File: src/rtl/fib_producer_pkg.sv
`default_nettype none
// ============================================================================
//  Module      : fib_producer_pkg
//  Description : Shared definitions for the Fibonacci producer slice:
//                default data/count widths and the producer state encoding.
//                The default width is the one shared with the clock-crossing
//                buffer and the consumer on the other side.
//  Revision    : 1.0  initial release
// ============================================================================
package fib_producer_pkg;

    // Default data width of the clk_1 write side of the buffer.
    localparam int c_default_width = 16;

    // Wide enough to count every term that fits in c_default_width bits (25).
    localparam int c_default_cnt_w = 6;

    // Two-bit producer state. ST_RSVD is never entered; if it is ever seen
    // the FSM falls back to ST_IDLE.
    typedef enum logic [1:0] {
        ST_IDLE = 2'd0,
        ST_RUN  = 2'd1,
        ST_DONE = 2'd2,
        ST_RSVD = 2'd3
    } state_t;

endpackage : fib_producer_pkg
`default_nettype wire

File: src/rtl/fib_producer_if.sv
`default_nettype none
// ============================================================================
//  Module      : fib_producer_if
//  Description : Control and write-side bundle of the Fibonacci producer.
//                master : the producer (drives data_1/data_1_en and status)
//                slave  : the controller/buffer side (drives start, abort,
//                         buffer_full)
//  Signals     : start, abort, buffer_full          slave  -> master
//                data_1[WIDTH], data_1_en, busy,
//                done, term_count[CNT_W]            master -> slave
//  Revision    : 1.0  initial release
// ============================================================================
interface fib_producer_if #(
    parameter int WIDTH = fib_producer_pkg::c_default_width,
    parameter int CNT_W = fib_producer_pkg::c_default_cnt_w
) ();

    logic             start;
    logic             abort;
    logic             buffer_full;
    logic [WIDTH-1:0] data_1;
    logic             data_1_en;
    logic             busy;
    logic             done;
    logic [CNT_W-1:0] term_count;

    modport master (
        input  start,
        input  abort,
        input  buffer_full,
        output data_1,
        output data_1_en,
        output busy,
        output done,
        output term_count
    );

    modport slave (
        output start,
        output abort,
        output buffer_full,
        input  data_1,
        input  data_1_en,
        input  busy,
        input  done,
        input  term_count
    );

endinterface : fib_producer_if
`default_nettype wire

File: src/rtl/fib_step.sv
`default_nettype none
// ============================================================================
//  Module      : fib_step
//  Description : Combinational Fibonacci datapath step. Adds the two current
//                terms at WIDTH+1 bits; the carry reports that the sum no
//                longer fits in WIDTH bits.
//  Ports       : a, b   [WIDTH]  in   current pair of terms
//                sum    [WIDTH]  out  low WIDTH bits of a+b
//                carry  [1]      out  bit WIDTH of a+b
//  Revision    : 1.0  initial release
// ============================================================================
module fib_step #(
    parameter int WIDTH = fib_producer_pkg::c_default_width
) (
    input  logic [WIDTH-1:0] a,
    input  logic [WIDTH-1:0] b,
    output logic [WIDTH-1:0] sum,
    output logic             carry
);

    always_comb begin
        {carry, sum} = {1'b0, a} + {1'b0, b};
    end

endmodule : fib_step
`default_nettype wire

File: src/rtl/fib_producer.sv
`default_nettype none
// ============================================================================
//  Module      : fib_producer
//  Description : Fibonacci source for the clk_1 write side of the clock-
//                crossing buffer. Emits F(0), F(1), ... as one-cycle
//                data_1/data_1_en pulses, stalls while buffer_full is high
//                and stops after the largest term below 2**WIDTH.
//  Ports       : clk_1            in   producer clock
//                rst              in   asynchronous active-high reset
//                bus (master)     start/abort/buffer_full in,
//                                 data_1/data_1_en/busy/done/term_count out
//  Revision    : 1.0  initial release
// ============================================================================
module fib_producer
    import fib_producer_pkg::*;
#(
    parameter int WIDTH = c_default_width,
    parameter int CNT_W = c_default_cnt_w
) (
    input  logic          clk_1,
    input  logic          rst,
    fib_producer_if.master bus
);

    // ------------------------------------------------------------------
    // State and datapath registers
    //  r_a     : next term to emit
    //  r_b     : the term after r_a (only meaningful while r_b_ok is set)
    //  r_b_ok  : r_b still fits in WIDTH bits; once clear, r_a is the last term
    // ------------------------------------------------------------------
    state_t           r_state;
    logic [WIDTH-1:0] r_a;
    logic [WIDTH-1:0] r_b;
    logic             r_b_ok;
    logic [WIDTH-1:0] r_data;
    logic             r_data_en;
    logic             r_done;
    logic [CNT_W-1:0] r_cnt;

    state_t           w_state_nxt;
    logic [WIDTH-1:0] w_a_nxt;
    logic [WIDTH-1:0] w_b_nxt;
    logic             w_b_ok_nxt;
    logic [WIDTH-1:0] w_data_nxt;
    logic             w_data_en_nxt;
    logic             w_done_nxt;
    logic [CNT_W-1:0] w_cnt_nxt;

    logic [WIDTH-1:0] w_sum;
    logic             w_carry;

    fib_step #(
        .WIDTH (WIDTH)
    ) u_step (
        .a     (r_a),
        .b     (r_b),
        .sum   (w_sum),
        .carry (w_carry)
    );

    // ------------------------------------------------------------------
    // Next-state and datapath decisions
    // ------------------------------------------------------------------
    always_comb begin
        w_state_nxt   = r_state;
        w_a_nxt       = r_a;
        w_b_nxt       = r_b;
        w_b_ok_nxt    = r_b_ok;
        w_data_nxt    = r_data;
        w_data_en_nxt = 1'b0;
        w_done_nxt    = r_done;
        w_cnt_nxt     = r_cnt;

        if (bus.abort) begin
            // Abort beats start; data_1 and term_count keep their values
            // so the last emitted term stays observable.
            w_state_nxt = ST_IDLE;
            w_done_nxt  = 1'b0;
        end else begin
            case (r_state)
                ST_IDLE, ST_DONE: begin
                    if (bus.start) begin
                        w_state_nxt = ST_RUN;
                        w_a_nxt     = '0;
                        w_b_nxt     = {{(WIDTH-1){1'b0}}, 1'b1};
                        w_b_ok_nxt  = 1'b1;
                        w_cnt_nxt   = '0;
                        w_done_nxt  = 1'b0;
                    end
                end
                ST_RUN: begin
                    // A full buffer simply freezes the datapath, so a
                    // stall of any length loses or repeats nothing.
                    if (!bus.buffer_full) begin
                        w_data_nxt    = r_a;
                        w_data_en_nxt = 1'b1;
                        w_cnt_nxt     = r_cnt + CNT_W'(1);
                        w_a_nxt       = r_b;
                        w_b_nxt       = w_sum;
                        w_b_ok_nxt    = r_b_ok & ~w_carry;
                        // r_b overflowed earlier, so r_a is the final term.
                        if (!r_b_ok) begin
                            w_state_nxt = ST_DONE;
                            w_done_nxt  = 1'b1;
                        end
                    end
                end
                default: begin
                    w_state_nxt = ST_IDLE;
                    w_done_nxt  = 1'b0;
                end
            endcase
        end
    end

    // ------------------------------------------------------------------
    // Registers
    // ------------------------------------------------------------------
    always_ff @(posedge clk_1 or posedge rst) begin
        if (rst) begin
            r_state   <= ST_IDLE;
            r_a       <= '0;
            r_b       <= {{(WIDTH-1){1'b0}}, 1'b1};
            r_b_ok    <= 1'b1;
            r_data    <= '0;
            r_data_en <= 1'b0;
            r_done    <= 1'b0;
            r_cnt     <= '0;
        end else begin
            r_state   <= w_state_nxt;
            r_a       <= w_a_nxt;
            r_b       <= w_b_nxt;
            r_b_ok    <= w_b_ok_nxt;
            r_data    <= w_data_nxt;
            r_data_en <= w_data_en_nxt;
            r_done    <= w_done_nxt;
            r_cnt     <= w_cnt_nxt;
        end
    end

    assign bus.data_1     = r_data;
    assign bus.data_1_en  = r_data_en;
    assign bus.busy       = (r_state == ST_RUN);
    assign bus.done       = r_done;
    assign bus.term_count = r_cnt;

endmodule : fib_producer
`default_nettype wire

File: src/flat_wrapper.sv
// flat-port wrapper written by rule: the top's interface ports become plain ports
module fib_producer_flat import fib_producer_pkg::*;
#(
    parameter int WIDTH = c_default_width,
    parameter int CNT_W = c_default_cnt_w
)
  (clk_1, rst, bus_start, bus_abort, bus_buffer_full, bus_data_1, bus_data_1_en, bus_busy, bus_done, bus_term_count);
  fib_producer_if #(.WIDTH(WIDTH), .CNT_W(CNT_W)) bus_i ();
  input  logic clk_1;
  input  logic rst;
  input wire logic [$bits(bus_i.start)-1:0] bus_start;
  input wire logic [$bits(bus_i.abort)-1:0] bus_abort;
  input wire logic [$bits(bus_i.buffer_full)-1:0] bus_buffer_full;
  output wire logic [$bits(bus_i.data_1)-1:0] bus_data_1;
  output wire logic [$bits(bus_i.data_1_en)-1:0] bus_data_1_en;
  output wire logic [$bits(bus_i.busy)-1:0] bus_busy;
  output wire logic [$bits(bus_i.done)-1:0] bus_done;
  output wire logic [$bits(bus_i.term_count)-1:0] bus_term_count;
  assign bus_i.start = bus_start;
  assign bus_i.abort = bus_abort;
  assign bus_i.buffer_full = bus_buffer_full;
  assign bus_data_1 = bus_i.data_1;
  assign bus_data_1_en = bus_i.data_1_en;
  assign bus_busy = bus_i.busy;
  assign bus_done = bus_i.done;
  assign bus_term_count = bus_i.term_count;
  fib_producer #(.WIDTH(WIDTH), .CNT_W(CNT_W)) u_core (.clk_1(clk_1), .rst(rst), .bus(bus_i));
endmodule
File: config.mk
export PLATFORM = sky130hd
export DESIGN_NAME = fib_producer_flat
export DESIGN_NICKNAME = d
export VERILOG_FILES = /design/src/rtl/fib_producer_pkg.sv /design/src/rtl/fib_producer_if.sv /design/src/rtl/fib_step.sv /design/src/rtl/fib_producer.sv /design/src/flat_wrapper.sv
export SDC_FILE = /design/constraint.sdc
export NUM_CORES = 1
export LEC_CHECK = 0
export BUFFER_PORTS_ARGS = -buffer_cell sky130_fd_sc_hd__buf_2
export CELL_PAD_IN_SITES_DETAIL_PLACEMENT = 1
export CELL_PAD_IN_SITES_GLOBAL_PLACEMENT = 1
export CORE_MARGIN = 1
export CORE_UTILIZATION = 40
export DETAILED_ROUTE_END_ITERATION = 7
export HOLD_SLACK_MARGIN = 0.05
export MAX_ROUTING_LAYER = met4
export PLACE_DENSITY = 0.65
export RECOVER_POWER = 100
export SETUP_SLACK_MARGIN = 0.5
export SLEW_MARGIN = 25
export SYNTH_ARGS = -nofsm -noshare
export SYNTH_HDL_FRONTEND = slang
export SYNTH_HIERARCHICAL = 1
export SYNTH_SLANG_ARGS = --single-unit
export TNS_END_PERCENT = 30
File: constraint.sdc
create_clock -name clk_1 -period 2.7 [get_ports clk_1]
set_clock_uncertainty 0.15 [all_clocks]
set_input_delay 0.54 -clock clk_1 [delete_from_list [all_inputs] [get_ports clk_1]]
set_output_delay 0.54 -clock clk_1 [all_outputs]
set_load 0.1 [all_outputs]
Word-level counts from Yosys, hierarchy flattened --
Index checks and enable logic that the tools add are counted.
Cells by class: $add $sub $neg 2, equal/unequal tests 7, muxes and demuxes 25, bitwise logic cells 4, reductions and logical operators 6
Operators with widths (count):
- 16-bit 2-to-1 mux | 4
- 16-bit one-hot mux with 2 select lines | 2
- 16-bit by 16-bit adder with 17-bit output | 1
- 6-bit 2-to-1 mux | 2
- 6-bit one-hot mux with 2 select lines | 1
- 1-bit 2-to-1 mux | 9
- 3-bit inequality test, second input constant | 3
- 2-bit 2-to-1 mux | 4
- 6-bit by 1-bit adder with 6-bit output, second input constant | 1
- 3-bit AND reduction | 2
- 2-bit inequality test, second input constant | 2
- 1-bit one-hot mux with 2 select lines | 2
- 2-bit one-hot mux with 2 select lines | 1
- 4-bit AND reduction | 1
- 1-bit NOT | 3
- 2-bit by 1-bit equality test with 1-bit output, second input constant | 1
- 2-bit equality test, second input constant | 1
- 2-bit logical NOT | 1
- 2-bit nonzero test | 1
- 2-bit OR reduction | 1
- 1-bit AND | 1
Storage, ports and cells: bits in registers 59, output and inout port bits 25, word-level logic and storage cells 52

Logic depth before layout (Yosys ltp) --
Gate-level depths: netlist of the first run.
word-level depth 5, mapped depth 9, mapped depth without buffers 9

By module --
Netlist of the first run, hierarchy kept.
By module, submodules not included:
- fib_producer | times used 1, cells an instance 152, area an instance 2225.9 sq um
- fib_step | times used 1, cells an instance 110, area an instance 855.8 sq um

Least setup slack after synthesis of the first run --
Ideal clock, no wire load.
path type register to output, start register u_core.r_state[1], end output port bus_busy, arrival time 1.934 ns, path slack 0.076 ns, stages on the path, launching flop included 3, path buffers 1, cell sequence dfrtp_1 nor2b_1 clkbuf_1
Between the ends: word-level cells in the longest chain between the ends 1
RTL lines:
- start: declaration | RTL line fib_producer.sv:31 | state_t r_state;
- start signal: assignment | RTL line fib_producer.sv:130 | r_state <= w_state_nxt;
- 2-bit by 1-bit equality test with 1-bit output | RTL line fib_producer.sv:143 | assign bus.busy = (r_state == ST_RUN);
- end: declaration | RTL line flat_wrapper.sv:16 | output wire logic [$bits(bus_i.busy)-1:0] bus_busy;
Every way passes these cells.

Worst setup path in the final report of the first run --
start register u_core.r_a[0], end register u_core.r_b[12]
Between the ends: word-level cells in the longest chain between the ends 3
RTL lines:
- start: declaration | RTL line fib_producer.sv:32 | logic [WIDTH-1:0] r_a;
- start signal: assignment | RTL line fib_producer.sv:131 | r_a <= w_a_nxt;
- 16-bit by 16-bit adder with 17-bit output | RTL line fib_step.sv:22 | {carry, sum} = {1'b0, a} + {1'b0, b};
- via u_core.w_sum[12] | RTL line fib_producer.sv:49 | logic [WIDTH-1:0] w_sum;
- 16-bit 2-to-1 mux | RTL line fib_producer.sv:94 | if (!bus.buffer_full) begin
- 16-bit one-hot mux with 2 select lines | RTL line fib_producer.sv:80 | case (r_state)
- end signal: assignment | RTL line fib_producer.sv:123 | r_b <= {{(WIDTH-1){1'b0}}, 1'b1};
- end signal: assignment | RTL line fib_producer.sv:132 | r_b <= w_b_nxt;
- end: declaration | RTL line fib_producer.sv:33 | logic [WIDTH-1:0] r_b;
The timed path passes the listed nets, and every way through them passes these cells. The select of a mux whose other input is x is not followed. A chain may end at the register's enable or synchronous reset.

==> results.md, run 1 <==
* Largest family of logic cells by synthesized area: compound AO/OA/AOI/OAI gates
* Nets at 322
* Worst Setup Slack, final at 0.254 ns
* Final TNS setup at 0 ns
* #FFs+latches synth at 58
* Final Wtd Congestion at 0.829
* Crit Path Max Fanout at 3
* Post-synth EDFFs at 0
* Final period utilization at 0.906
* Hold/Removal Path Class: primary input to register
* Worst Path Required at roughly 2.8 ns
* Post-synth cell types at 50
* Final slew viol count at 0
* DRC Markers at 0
* CP arrival at roughly 2.5 ns
* Dpl ws at about 0.12 ns
* Net count after synthesis at between 200 and 300
* Clk_lat worst skew at 0.34 ns
* Post-DP HPWL at around 4400 um
* Worst Tran Pin Value at 1.17 ns
* Adder-cell share of the synthesized area at 0.0755
* CTS tree: done
* CTS Root Cell: clkbuf_8
* Simple-Gate Fraction of Synth Area at 0.0775
* Synth warn at 6
* Initial antenna violation count at 0
* Avg Inst Size Synth at 11.8 sq um
* Share of cells above drive strength 1 at 0.201
* CTS buffer count at 9
* Critical path's largest stage delay at 0.41 ns
* Largest net degree at the start of global routing at 35
* Placement Rows at 31
* CP Capture Type: register
* Worst Setup Start Kind: register
* Hold Fails Final Rpt at 0
* Initial Utilization at 0.420
* GRT Total Usage at 0.190
* Vias in the first global route at 2,308
* Synth Area in Compound Gates at 0.236
* Seq/Total Area, Yosys at 0.472
* Post-Synthesis Cells at roughly 260
* F_max at 409 MHz
* Vias at about 2,300
* Top_reg_cell synth: dfrtp_1
* Antenna Cells at 0
* Multiplexer share of the synthesized area at 0.0621
* Clk slew on worst S/H paths at 0.07 ns
* Flop2flop setup slack at 0.25 ns
* Status: finished, final reports clean
* Via/cell ratio at around 5.7
* First-pass GRT wire length at between 10,000 and 15,000 um
* 1st-pass router iterations at 4
* RSZ-0062 raised after global routing: true
* Drt wl/cell at approximately 17 um
* Die Area at just over 0.008 sq mm
* Post-Route WL at 6730 um
* DRT iter0 DRCs at 112
* Slew HR at 0.220
* Clock Path Buffers at 2
* Pwr Density at 568 mW/mm^2
* Synthesized-area fraction occupied by xor and xnor cells at 0.0284
* Die Y at 89.8 um
* PortBufs at 29
* Post-synth ARST share at 1.00
* Final setup viols at 0
* CTS H-tree depth at 3
* Critical path's slowest cell: dfrtp_1
* Die width at roughly 90 um
* Clock Sinks at 58
* I/O pin count at 30
* Global route overflow at 0
* Setup CP Type: register to register
* Worst vdd ir at 0.212 mV
* Pleak at 1.76 nW
* Max-cap check violation count at 0
* Core area at roughly 0.0073 sq mm
* Critical-path cell list: ha_4 > fa_2 > a21o_1 > a221oi_4 > clkbuf_1 > o21ai_1 > a21oi_1 > xnor2_1 > a22o_1
* ANT nets after route at 0
* Cell Area, Synth at 0.00308 sq mm
* Tmin final at between 2 and 2.5 ns
* Area growth, synth to finish at 15.0%
-- power breakdown --
group / switching, mW / internal [mW] / total [mW]
Clock: 0.350 / 0.500 / 0.850
Sequential: 0.0252 / 0.893 / 0.918
Combinational: 0.182 / 0.0620 / 0.244
Total: 0.557 / 1.45 / 2.01
-- cell usage in the layout, fill, tap and decap left out, types with 2 or more instances in the layout --
cell | synthesis | final
clkbuf_1 | 2 | 28
nor3_1 | 3 | 3
a31oi_1 | 4 | 4
a211oi_1 | 4 | 3
dfstp_2 | 2 | 2
nor4_1 | 3 | 2
nor2b_1 | 4 | 4
clkbuf_8 | 0 | 12
ha_1 | 17 | 15
a21o_1 | 10 | 10
o21ai_0 | 5 | 5
clkinv_2 | 0 | 2
o211ai_1 | 3 | 3
nand2_1 | 8 | 8
mux2_2 | 17 | 17
xor2_1 | 4 | 4
o211a_1 | 2 | 2
xnor2_1 | 6 | 6
a22o_1 | 32 | 32
a21oi_1 | 10 | 11
dfrtp_1 | 56 | 56
a41oi_1 | 4 | 4
o21bai_1 | 1 | 2
clkbuf_2 | 0 | 4
nand4_1 | 2 | 2
nand2b_1 | 3 | 3
buf_4 | 1 | 8
nor2_1 | 6 | 6
buf_2 | 11 | 4
and3_1 | 4 | 4
nand3_1 | 5 | 5
inv_1 | 6 | 6
-- state kept, by name (all words and copies together), names as in the netlist --
signal	count
u_core/bus.data_1	16
u_core/bus.data_1_en	1
u_core/bus.term_count	6
u_core/r_a	16
u_core/r_b	16
u_core/r_b_ok	1
u_core/r_state	2
-- worst max-delay path, delay by kind of cell (launching register included) --
kind	cells	cell delay [ns]
AOI/OAI and AO/OA	5	1.00
adders and majority gates	2	0.51
DFF	1	0.41
buffers and inverters	1	0.15
xor gates and xnor gates	1	0.10
-- metal layers --
metal / share of wire / vias to the layer above / global-route usage
met4: 0.0097 / 0 / 0.0738
met3: 0.029 / 7 / 0.0482
met2: 0.46 / 30 / 0.275
met1: 0.50 / 1173 / 0.254
li1: - / 1075 / -
met5: 0 / - / -
-- cell type report --
type / instances / area, sq um
sequential: 58 / 1450
multi-input combinational: 179 / 1520
clock inverter: 4 / 48.8
clock buffer: 12 / 165
inverter: 6 / 22.5
tap: 99 / 124
timing repair buffer: 45 / 215
fill: 792 / 3790
-- cells by family after synthesis --
group | Yosys count
DFF | 58
and+or+nand+nor | 43
buffers and inverters | 25
adders and majority gates | 18
AOI/OAI and AO/OA | 91
xor gates and xnor gates | 10
muxes | 17
-- synth_stat cells, drive strengths merged, types with 2 or more instances --
library cell / number / area (sq um)
nor2: 6 / 22.5
ha: 17 / 213
and3: 4 / 25.0
nor3: 3 / 15.0
a21oi: 12 / 67.6
o21ai: 6 / 33.8
a41oi: 4 / 35.0
a211oi: 4 / 30.0
o211a: 2 / 20.0
dfrtp: 56 / 1400
a21o: 10 / 75.1
nor2b: 4 / 25.0
a22o: 32 / 280
a221oi: 2 / 30.0
xor2: 4 / 35.0
inv: 6 / 22.5
o21bai: 2 / 18.8
nand3: 5 / 25.0
dfstp: 2 / 52.6
buf: 17 / 119
nand2: 8 / 30.0
o211ai: 3 / 22.5
clkbuf: 2 / 7.51
mux2: 17 / 191
nand4: 2 / 12.5
nand2b: 3 / 18.8
o311ai: 2 / 17.5
nor4: 3 / 18.8
xnor2: 6 / 52.6
a31oi: 4 / 25.0
-- repair_timing --
item / in CTS / in global routing
setup endpoints to repair: 11 / 11
pin swaps: 10 / 7
resized for setup: 4 / 9
hold endpoints to repair: 13 / 0
hold buffers: 1 / 0
setup buffers: 5 / 3
-- stage by stage --
step                      hold WS (ns)  total power, mW  instance area (sq um)  utilization  cells
after CTS                        0.269             2.05                   3590        0.489    400
after global placement           0.334             1.17                   3300        0.450    378
after detailed placement         0.341             1.17                   3300        0.450    378
after global routing             0.267             2.10                   3540        0.484    403
final                            0.258             2.01                   3540        0.484    403
after floorplan                  0.317             1.12                   3080            -    262
-- worst paths after layout --
| kind | cells past startpoint | end | startpoint |
|---|---|---|---|
| max | 9 | u_core/r_b[12] | u_core/r_a[0] |
| min | 2 | u_core/r_b_ok | bus_abort |
| max reg2reg | 9 | u_core/r_b[12] | u_core/r_a[0] |
| min reg2reg | 1 | u_core/r_b_ok | u_core/r_b_ok |
| max in group asynchronous | 4 | u_core/bus.data_1[13] | rst |
| min in group asynchronous | 3 | u_core/r_a[1] | rst |
No activity file was read; power rests on OpenSTA's default activity.
==> inputs of run 2 (changes only) <==
PLACE_DENSITY = 0.68   (was 0.65)
SYNTH_HIERARCHICAL = default   (was 1)
==> run 2 against run 1 <==
  * Area after synthesis decreased by 0.32%
  * Non-clock buffer count decreased by 2
  * Sequential share of layout area decreased by 0.63 points
  * Register-to-register slack got worse by 0.06 ns
  * Combinational power decreased by 7%
  * Largest cell class unchanged
  * Largest power group unchanged
==> results.md, run 2 <==
* Status: finished, final reports clean
* Die width at 89.6 um
* Most frequent cells in the layout: nand2_1, dfrtp_1, clkbuf_1
* Synthesized-area fraction occupied by xor and xnor cells at 0.0314
* Pwr Density at 546 mW/mm^2
* Drt wl/cell at 16.2 um
* CP Capture Type: register
* CP arrival at 2.59 ns
* Pleak at 1.75 nW
* Final period utilization at 0.929
* Clock Sinks at 58
* Antenna Cells at 0
* Clk_lat worst skew at 0.34 ns
* Worst Setup Start Kind: register
* Ranking of synthesized cells by area: dfrtp_1, nand2_1, ha_1, o21ai_0, a21oi_1
* DRC Markers at 0
* Hold-fix buffers, CTS at 0
* Clock Path Buffers at 2
* Gate power share at 0.116
* Setup CP Type: register to register
* Post-DP HPWL at 5440 um
* CP Buf/Inv Count at 1
* Via/cell ratio at 5.30
* Vias in the first global route at 2,689
* Critical path's slowest cell: dfstp_1
* Post-synth cell types at 50
* Hold Fails Final Rpt at 0
* Clk slew on worst S/H paths at 0.07 ns
* Synth area leader: dfrtp_1
* 1st-pass router iterations at 4
* Max-cap check violation count at 0
* Yosys top cell area share at 0.456
* Global route overflow at 0
* Synth Area in Compound Gates at 0.166
* GRT Total Usage at 0.227
* Worst vdd ir at 0.253 mV
* Multiplexer share of the synthesized area at 0.00652
* Placement Rows at 31
* I/O pin count at 30
* Post-Synthesis Cells at between 300 and 400
* Initial Utilization at 0.419
* Largest net degree at the start of global routing at 32
* Share of cells above drive strength 1 at 0.135
* Crit Path Max Fanout at 5
* Critical-path cell list: ha_4 > inv_2 > fa_2 > and2b_4 > o2111ai_4 > a211oi_1 > o31ai_1 > a32o_1
* Adder-cell share of the synthesized area at 0.0758
* Clk pwr share at 0.422
* Initial antenna violation count at 0
* Critical path's largest stage delay at 0.57 ns
* Post-Route WL at around 7900 um
* Slew HR at 0.219
* F_max at 399 MHz
* Cell Area, Synth at 0.00307 sq mm
* Final slew viol count at 0
* Final Wtd Congestion at between 0.8 and 0.9
* First-pass GRT wire length at 13,200 um
* Sw Ratio at 0.287
* Final setup viols at 0
* Nets at 403
* Avg Inst Size Synth at ~9.0 sq um
* Worst Tran Pin Value at 1.18 ns
* Die Area at between 0.008 and 0.009 sq mm
* Top_reg_cell synth: dfrtp_1
* Internal power at between 1 and 1.5 mW
* Worst Path Required at about 2.8 ns
* Post-synth top cells: nand2_1, dfrtp_1, o21ai_0
* #FFs+latches synth at 58
* Power consumption at 1.97 mW
* Commonest non-fill, non-tap cell in the layout: nand2_1
* CTS buffer count at 9
* Core area at roughly 0.0073 sq mm
* Net count after synthesis at 364
* Cell family with most CP delay: compound AO/OA/AOI/OAI gates
* CTS tree: done
* Psw at 0.565 mW
* Flop2flop setup slack at 0.19 ns
* RSZ-0062 raised after global routing: true
* Area growth, synth to finish at 17.3%
* Cell with the most instances after synthesis: nand2_1
* CTS H-tree depth at 3
* Final TNS setup at 0 ns
* DRT iter0 DRCs at 94
* Post-synth ARST share at 1.00
* Simple-Gate Fraction of Synth Area at 0.213
* CTS Root Cell: clkbuf_8
* Worst hold slack at 0.268 ns
* Share of power burned in registers at 0.462
* Die Y at 89.6 um
* Seq/Total Area, Yosys at 0.473
* Tmin final at roughly 2.5 ns
* Synth warn at 0
* ANT nets after route at 0
* Largest family of logic cells by synthesized area: simple AND/OR/NAND/NOR gates
* Post-synth EDFFs at 0
* Vias at 2,564
* Filler instances at 864
* Hold/Removal Path Class: primary input to register
* PortBufs at 29
## run 2: cell type report
cell class	instances	area [sq um]	share of cell area
clock inverters	5	52.6	0.0146
flip-flops and latches	58	1460	0.404
well taps	99	124	0.0344
clock buffers	11	151	0.0420
multi-input cells	259	1590	0.440
inverters	9	33.8	0.00937
repair buffers	43	200	0.0556
## run 2: power by group through the flow
stage          clock, mW  combinational [mW]  sequential [mW]
6_report           0.830               0.228            0.910
5_1_grt            0.893               0.248            0.913
4_1_cts            0.852               0.239            0.910
3_5_place_dp           0               0.231            0.927
3_3_place_gp           0               0.229            0.926
2_1_floorplan          0              0.0905             1.00
## run 2: cell families after synthesis
group	after synthesis
buffers and inverters	24
XOR/XNOR	11
adder cells (fa/ha/maj)	18
AO/OA/AOI/OAI	77
AND/OR/NAND/NOR	151
flip-flops	58
multiplexers	2
## run 2: worst register-to-register path, delay by kind of cell (launching register included)
kind                       cells  cell delay, ns
DFF                            1            0.57
AOI/OAI and AO/OA              4            0.89
buffers and inverters          1            0.03
adders and majority gates      2            0.49
and+or+nand+nor                1            0.27
## run 2: path summary, 6_finish.rpt
check                                          start                    to  cells after the start
worst max-delay path                   u_core.r_b[0]        u_core.r_b[12]                      8
worst min-delay path                       bus_abort     u_core.r_state[0]                      2
worst max register to register         u_core.r_b[0]        u_core.r_b[12]                      8
worst min register to register  u_core.bus.data_1[0]  u_core.bus.data_1[0]                      2
max in group asynchronous                        rst       u_core.bus.done                      3
min in group asynchronous                        rst         u_core.r_a[2]                      2
## run 2: per-layer routing
| metal | GRT usage | share of wire |
|---|---|---|
| met1 | 0.288 | 0.49 |
| met5 | - | 0 |
| met3 | 0.0622 | 0.025 |
| met2 | 0.358 | 0.48 |
| met4 | 0.0592 | 0.013 |
## run 2: stage by stage
stage / cell area (sq um) / utilization / cells / setup WS [ns]
3_5_place_dp: 3390 / 0.462 / 464 / 0.300
6_report: 3600 / 0.492 / 484 / 0.192
3_3_place_gp: 3390 / 0.462 / 464 / 0.366
4_1_cts: 3620 / 0.494 / 483 / 0.306
2_1_floorplan: 3110 / - / 341 / 0.434
5_1_grt: 3600 / 0.492 / 484 / 0.146
## run 2: timing repair
action | in CTS | in global routing
buffers inserted | 3 | 1
gates resized for setup | 2 | 12
pin swaps | 2 | 6
endpoints found under the setup margin | 7 | 10
